<file path="config.mk">
export PLATFORM = sky130hd
export DESIGN_NAME = mem_access
export DESIGN_NICKNAME = d
export VERILOG_FILES = /design/src/rtl/mem_access.sv
export SDC_FILE = /design/constraint.sdc
export NUM_CORES = 1
export LEC_CHECK = 0
export CAP_MARGIN = 0
export CORE_UTILIZATION = 40
export CTS_BUF_LIST = sky130_fd_sc_hd__clkbuf_8
export CTS_CLUSTER_DIAMETER = 30
export CTS_CLUSTER_SIZE = 25
export DETAILED_ROUTE_END_ITERATION = 10
export GPL_ROUTABILITY_DRIVEN = 0
export HOLD_SLACK_MARGIN = 0.03
export PLACE_DENSITY = 0.8
export SLEW_MARGIN = 30
export SYNTH_ARGS = -nofsm -noshare
export SYNTH_HDL_FRONTEND = slang
export SYNTH_SLANG_ARGS = --single-unit
</file>
<file path="constraint.sdc">
create_clock -name clk_in -period 5.9 [get_ports clk_in]
set_input_delay 0.885 -clock clk_in [delete_from_list [all_inputs] [get_ports clk_in]]
set_output_delay 0.885 -clock clk_in [all_outputs]
set_load 0.05 [all_outputs]
</file>
<file path="src/rtl/mem_access.sv">
// rtl/mem_access.sv - Byte-serial load/store stage between EX_MEM and MEM_WB
// Ports:
//   clk_in, rst_in               clock, asynchronous active-low reset
//   instIdx_in                   instruction index from EX_MEM (6 bits)
//   memAddr_in, valStore_in      effective address and store data
//   rdE/rdIdx/rdData _in/_out    write-back request in, to MEM_WB out
//   stall_out                    holds IF..EX_MEM while a memory op runs
//   memReq/WE/Addr/Data _out     byte request to the memory controller
//   memDone_in, memData_in       byte completion pulse and read byte
module mem_access (
  input  logic        clk_in,
  input  logic        rst_in,
  input  logic [5:0]  instIdx_in,
  input  logic [31:0] memAddr_in,
  input  logic [31:0] valStore_in,
  input  logic        rdE_in,
  input  logic [4:0]  rdIdx_in,
  input  logic [31:0] rdData_in,
  output logic        rdE_out,
  output logic [4:0]  rdIdx_out,
  output logic [31:0] rdData_out,
  output logic        stall_out,
  output logic        memReq_out,
  output logic        memWE_out,
  output logic [31:0] memAddr_out,
  output logic [7:0]  memData_out,
  input  logic        memDone_in,
  input  logic [7:0]  memData_in
);

  // Instruction index encodings of the memory instructions.
  localparam logic [5:0] IDX_LB  = 6'd10;
  localparam logic [5:0] IDX_LH  = 6'd11;
  localparam logic [5:0] IDX_LW  = 6'd12;
  localparam logic [5:0] IDX_LBU = 6'd13;
  localparam logic [5:0] IDX_LHU = 6'd14;
  localparam logic [5:0] IDX_SB  = 6'd15;
  localparam logic [5:0] IDX_SH  = 6'd16;
  localparam logic [5:0] IDX_SW  = 6'd17;

  typedef enum logic [1:0] {S_IDLE, S_ACCESS, S_DONE} state_t;

  state_t      state_q, state_d;
  logic [1:0]  cnt_q, cnt_d;
  logic [31:0] load_buf_q, load_buf_d;
  logic [5:0]  op_q, op_d;

  // Number of bytes moved by an instruction; 0 marks a non-memory index.
  function automatic logic [2:0] byte_count(input logic [5:0] idx);
    case (idx)
      IDX_LB, IDX_LBU, IDX_SB: byte_count = 3'd1;
      IDX_LH, IDX_LHU, IDX_SH: byte_count = 3'd2;
      IDX_LW, IDX_SW:          byte_count = 3'd4;
      default:                 byte_count = 3'd0;
    endcase
  endfunction

  function automatic logic is_store(input logic [5:0] idx);
    is_store = (idx == IDX_SB) || (idx == IDX_SH) || (idx == IDX_SW);
  endfunction

  function automatic logic [31:0] extend(input logic [5:0] idx, input logic [31:0] raw);
    case (idx)
      IDX_LB:  extend = {{24{raw[7]}}, raw[7:0]};
      IDX_LBU: extend = {24'd0, raw[7:0]};
      IDX_LH:  extend = {{16{raw[15]}}, raw[15:0]};
      IDX_LHU: extend = {16'd0, raw[15:0]};
      default: extend = raw;
    endcase
  endfunction

  logic in_is_mem;
  logic last_byte;

  assign in_is_mem = (byte_count(instIdx_in) != 3'd0);
  assign last_byte = ({1'b0, cnt_q} == (byte_count(op_q) - 3'd1));

  // The decoded op is latched on entry so the sequence does not depend on
  // the held EX_MEM index; address and store data are read live because
  // EX_MEM is frozen by stall_out for the whole transfer.
  always_comb begin
    state_d    = state_q;
    cnt_d      = cnt_q;
    load_buf_d = load_buf_q;
    op_d       = op_q;
    case (state_q)
      S_IDLE: begin
        if (in_is_mem) begin
          state_d    = S_ACCESS;
          cnt_d      = 2'd0;
          load_buf_d = 32'd0;
          op_d       = instIdx_in;
        end
      end
      S_ACCESS: begin
        if (memDone_in) begin
          if (!is_store(op_q)) begin
            load_buf_d[{cnt_q, 3'b000} +: 8] = memData_in;
          end
          if (last_byte) begin
            state_d = S_DONE;
          end else begin
            cnt_d = cnt_q + 2'd1;
          end
        end
      end
      S_DONE:  state_d = S_IDLE;
      default: state_d = S_IDLE;
    endcase
  end

  always_ff @(posedge clk_in or negedge rst_in) begin
    if (!rst_in) begin
      state_q    <= S_IDLE;
      cnt_q      <= 2'd0;
      load_buf_q <= 32'd0;
      op_q       <= 6'd0;
    end else begin
      state_q    <= state_d;
      cnt_q      <= cnt_d;
      load_buf_q <= load_buf_d;
      op_q       <= op_d;
    end
  end

  // Outputs are gated by rst_in so that asserting reset clears them at once,
  // including the combinational pass-through path.
  always_comb begin
    rdE_out     = 1'b0;
    rdIdx_out   = 5'd0;
    rdData_out  = 32'd0;
    stall_out   = 1'b0;
    memReq_out  = 1'b0;
    memWE_out   = 1'b0;
    memAddr_out = 32'd0;
    memData_out = 8'd0;
    if (rst_in) begin
      case (state_q)
        S_IDLE: begin
          if (in_is_mem) begin
            stall_out = 1'b1;
          end else begin
            rdE_out    = rdE_in;
            rdIdx_out  = rdIdx_in;
            rdData_out = rdData_in;
          end
        end
        S_ACCESS: begin
          stall_out   = 1'b1;
          memReq_out  = 1'b1;
          memWE_out   = is_store(op_q);
          memAddr_out = memAddr_in + {30'd0, cnt_q};
          memData_out = valStore_in[{cnt_q, 3'b000} +: 8];
        end
        S_DONE: begin
          if (!is_store(op_q)) begin
            rdE_out    = rdE_in;
            rdIdx_out  = rdIdx_in;
            rdData_out = extend(op_q, load_buf_q);
          end
        end
        default: begin
          stall_out = 1'b0;
        end
      endcase
    end
  end

endmodule

</file>
Word-level counts from Yosys, hierarchy flattened:

Memory sizes are Yosys's and may differ from the RTL's.
Index checks and enable logic that the tools add are counted.

* flip-flop bits (word level): 42
* bits in read-only memories: 192
* input port bits: 119
* output and inout port bits: 81
* logic and storage cells: 76
* memories: 2

* $add $sub $neg: 4
* eq/ne operators: 15
* shift operators: 3
* mux-type cells: 39
* reductions and logical operators: 9

Memory list
* (name not given): words 32, bits a word 3, rd ports 1, clocked after Yosys merged registers in 0, wr ports 0, RTL line 50 `case (idx)`
* (name not given): words 32, bits a word 3, rd ports 1, clocked after Yosys merged registers in 0, wr ports 0, RTL line 50

Operators with widths (count)
* 2-to-1 mux 32 bit: 8
* one-hot mux 32 bit (2 select lines): 2
* one-hot mux 32 bit (4 select lines): 1
* adder 32 x 2 -> 32 bit: 1
* bitwise mux 32 bit: 1
* variable shift 8 x 7 -> 32 bit (first input constant): 1
* variable part select 32 x 6 -> 8 bit: 1
* variable part select 8 x 7 -> 32 bit: 1
* equality test 6 x 4 -> 1 bit (second input constant): 5
* 2-to-1 mux 8 bit: 2
* 2-to-1 mux 5 bit: 3
* equality test 6 x 5 -> 1 bit (second input constant): 2
* 2-to-1 mux 2 bit: 6
* inequality test 2 bit (second input constant): 5
* one-hot mux 5 bit (2 select lines): 1
* 2-to-1 mux 1 bit: 9
* one-hot mux 2 bit (2 select lines): 2
* AND reduction 4 bit: 2
* negation 5 -> 7 bit: 1
* 2-to-1 mux 3 bit: 2
* one-hot mux 1 bit (2 select lines): 2
* equality test 2 x 3 -> 1 bit: 1
* AND reduction 3 bit: 1
* nonzero test 3 bit: 1
* other kinds (8): 9

Depth between registers and ports, before layout:

An unclocked memory read counts as a cell.

* depth in word-level cells: 7
* depth in mapped cells: 8
* gate-level depth less buffers: 7

Least setup slack after synthesis:

No wires, ideal clock.

* path kind: input port to output port
* start: in instIdx_in[3]
* end: out stall_out
* arrival: 2806 ps
* required time: 5015 ps
* slack: 2209 ps
* cell stages on the path: 4
* path buffers: 0
* cells stage by stage: or4b_1 o21ai_2 a21oi_1 nor3b_1

* cells in the longest elaborated chain, start to end: 6

Ends and longest elaborated chain
* start, declared: RTL line 13 `input logic [5:0] instIdx_in,`
* memory read (32 x 3 bit)
* 2-to-1 mux 3 bit: RTL line 50
* nonzero test 3 bit: RTL line 75 `assign in_is_mem = (byte_count(instIdx_in) != 3'd0);`
* 2-to-1 mux 1 bit: RTL line 140 `if (in_is_mem) begin`
* one-hot mux 1 bit (2 select lines): RTL line 138 `case (state_q)`
* 2-to-1 mux 1 bit: RTL line 137 `if (rst_in) begin`
* end, declared: RTL line 22 `output logic stall_out,`

No other way between the ends.

Final worst setup path:

* start: in memAddr_in[1]
* end: out memAddr_out[15]

* cells in the longest elaborated chain, start to end: 3

Ends and longest elaborated chain
* start, declared: RTL line 14 `input logic [31:0] memAddr_in,`
* adder 32 x 2 -> 32 bit: RTL line 152 `memAddr_out = memAddr_in + {30'd0, cnt_q};`
* 2-to-1 mux 32 bit: RTL line 138
* 2-to-1 mux 32 bit: RTL line 137
* end, declared: RTL line 25 `output logic [31:0] memAddr_out,`

No other way between the ends.

==> results.json <==
{
  "synth_nets": 610,
  "grt_pass1_wl_um": 19750,
  "netlist_top_cells_area": "dfrtp_1 (27%), mux2i_1 (8.4%), nand2_1 (5.7%), xor2_1 (5.5%), a21o_1 (4.7%)",
  "worst_pin_slew_ns": 0.7844,
  "root_buffer": "clkbuf_8",
  "antenna_found_initial": 0,
  "wl_um": 12640,
  "path_clk_slew_ns": 0.08,
  "synth_area_mm2": 0.003951,
  "reg2reg_slack_ns": 3.43,
  "hold_class": "reg2reg",
  "fmax_mhz": 212.0,
  "leakage_uw": 0.002292,
  "finalPower_uw": 1968,
  "setup_viol": 0,
  "slew_headroom": 0.4770,
  "dieArea_mm2": 0.01028,
  "switching_share": 0.4594,
  "ys_seq_area_frac": 0.2660,
  "num_vias": 4166,
  "hold_buffers": 0,
  "core_area_mm2": 0.009415,
  "layout.nets": 790,
  "reg2reg_depth": 7,
  "fin_crit_sh": 0.7996,
  "combPwrFrac": 0.590,
  "ant_nets": 0,
  "die_w_um": 101.4,
  "critPathMaxFanout": 12,
  "pre_cts_slack_ns": 1.203,
  "fp.dieH_um": 101.4,
  "synth_top_area_cell": "dfrtp_1",
  "synth-seq-cells": 42,
  "fin_crit_ns": 4.718,
  "synth_top_area_frac": 0.2660,
  "wl_per_cell_um": 15.93,
  "synth-edff-count": 0,
  "initial_core_util": 0.4197,
  "drc": 0,
  "finalHoldViolCount": 0,
  "drive_above_1_share": 0.06325,
  "async_reset_ff_frac": 1.000,
  "num_rows": 35,
  "area_growth_pct": 56.21,
  "cts_buffers": 5,
  "path_class": "in2out",
  "power_density_mw_per_mm2": 318.8,
  "port_buffers": 199,
  "required_ns": 5.02,
  "syn_inst": 483,
  "clk-insertion-delay-late_ns": 0.30,
  "diodes": 0,
  "status": "completed",
  "cts_max_level": 2,
  "vias_per_cell": 5.253,
  "yosys_most_used_dff": "dfrtp_1",
  "pwr-share-seq": 0.266,
  "cts_resized": 0,
  "final_util": 0.6555,
  "first_pass_iters": 5,
  "post-cts-setup-buffers": 0,
  "p_switching_uw": 904.0,
  "grt_pass1_vias": 4200,
  "max_cap_viol_count": 0,
  "ys_warn_count": 0,
  "drt_iter0_markers": 145,
  "peakVddDrop_mv": 0.1477,
  "critical_path_arrival_ns": 3.83,
  "slew_viol_final": 0,
  "synth_cell_type_count": 55,
  "rsz0062_at_grt": "no",
  "ios": 200,
  "overflow": 0,
  "worst_slack_ns": 1.182,
  "hold-worst-slack_ns": 0.5244,
  "worstSetupStartpoint": "memAddr_in[1]",
  "setup_tns_ns": 0,
  "grt_max_degree": 55,
  "dpl.hpwl_um": 9968,
  "internal-power_uw": 1064,
  "postSynthAreaPerCell_um2": 8.181,
  "worstSetupStartpointType": "input port",
  "skew_ns": 0.004910,
  "reg2reg_from": "op_q[0]",
  "cts_num_sinks": 42,
  "track_usage": 0.2424,
  "cts_tree": "done",
  "critPathCaptureType": "output port",
  "r2r_end": "cnt_q[1]",
  "clock_path_buffers": 2,
  "cp-endpoint": "memAddr_out[15]",
  "clockPowerShare": 0.144
}
## layout make-up
| class | instances | area [um2] |
|---|---|---|
| fillers | 792 | 3243 |
| multi-input cells | 373 | 2654 |
| repair buffers | 204 | 2024 |
| flip-flops and latches | 42 | 1051 |
| well taps | 129 | 161.4 |
| inverters | 37 | 138.9 |
| clock buffers | 6 | 82.58 |
| clock inverters | 2 | 60.06 |
## stage by stage
stage          cells  cell area, um2
6_report         793            6172
5_1_grt          793            6172
4_1_cts          793            6170
3_5_place_dp     785            6027
3_3_place_gp     785            6027
2_1_floorplan    483            3951
## synthesized netlist by cell type (5+ instances only)
cell type,n
nand2_1,60
nor2_1,49
dfrtp_1,42
inv_1,37
mux2i_1,33
a21o_1,25
xor2_1,25
clkbuf_1,21
a21oi_1,20
a22oi_1,16
and3_1,16
nand3_1,12
nand4_1,11
and2_1,10
and4_1,8
mux4_2,8
ha_1,7
xnor2_1,6
buf_1,5
buf_2,5
## critical path, cell delays in order
cell,delay [ns]
clkdlybuf4s50_1,0.45
ha_1,0.30
a21o_1,0.15
and3_1,0.44
nand4_1,0.22
or3_1,0.39
a21oi_1,0.15
clkdlybuf4s50_1,0.83
## worst min-delay path by stage
stage / start / to / slack [ns] / depth (start not counted)
global placement: load_buf_q[25] / load_buf_q[25] / 0.50 / 2
floorplan: load_buf_q[16] / load_buf_q[16] / 0.49 / 2
global route: load_buf_q[12] / load_buf_q[12] / 0.54 / 2
finish: load_buf_q[5] / load_buf_q[5] / 0.52 / 2
CTS: load_buf_q[5] / load_buf_q[5] / 0.52 / 2
detailed placement: load_buf_q[25] / load_buf_q[25] / 0.51 / 2
## sequential cells by signal (all words and copies together), names as in the netlist
signal / flops
load_buf_q: 32
op_q: 6
cnt_q: 2
state_q: 2
## cells by family (layout without fill, tap and decap cells)
family,count (synthesis),count (layout),synth area share
AND/OR/NAND/NOR,198,198,0.2603
AO/OA/AOI/OAI,91,91,0.1710
buffers and inverters,68,249,0.06618
multiplexers,45,45,0.1406
flip-flops,42,42,0.2660
XOR/XNOR,31,31,0.06871
adder cells (fa/ha/maj),8,8,0.02723
## power groups by stage
stage / Combinational [uW] / Clock (uW) / Sequential [uW]
finish: 1160 / 284 / 523
CTS: 1160 / 287 / 523
floorplan: 869 / 0 / 447
global route: 1250 / 296 / 544
global placement: 1130 / 0 / 523
detailed placement: 1160 / 0 / 529
## layer usage
layer / track usage / wire, um
met1: 0.3023 / 5403
met2: 0.4406 / 6595
met3: 0.03589 / 447
met4: 0.05463 / 189
met5: 0 / 0
## placed cells by master (no fill, tap or decap), drive strengths merged, types with 2 or more instances in the layout
cell type / netlist / layout
nor3: 4 / 4
nor4bb: 2 / 2
or3: 2 / 2
nor4: 3 / 3
nor4b: 2 / 2
a22oi: 16 / 16
o21ai: 8 / 8
a21oi: 24 / 24
nand2b: 2 / 2
nor3b: 3 / 3
or2: 2 / 2
and3: 16 / 16
a311oi: 2 / 2
o2111ai: 4 / 4
clkdlybuf4s50: 0 / 198
nand4: 11 / 11
nand4b: 2 / 2
a31oi: 2 / 2
clkbuf: 21 / 6
and2: 11 / 11
xnor2: 6 / 6
buf: 10 / 6
o21a: 3 / 3
dfrtp: 42 / 42
nand2: 61 / 61
xor2: 25 / 25
nor2b: 2 / 2
nand3: 12 / 12
ha: 7 / 7
and4: 8 / 8
mux2: 4 / 4
nor2: 50 / 50
o22a: 2 / 2
mux2i: 33 / 33
a221o: 2 / 2
bufinv: 0 / 2
mux4: 8 / 8
a21o: 25 / 25
inv: 37 / 37
Power figures use the tool's default switching activity.
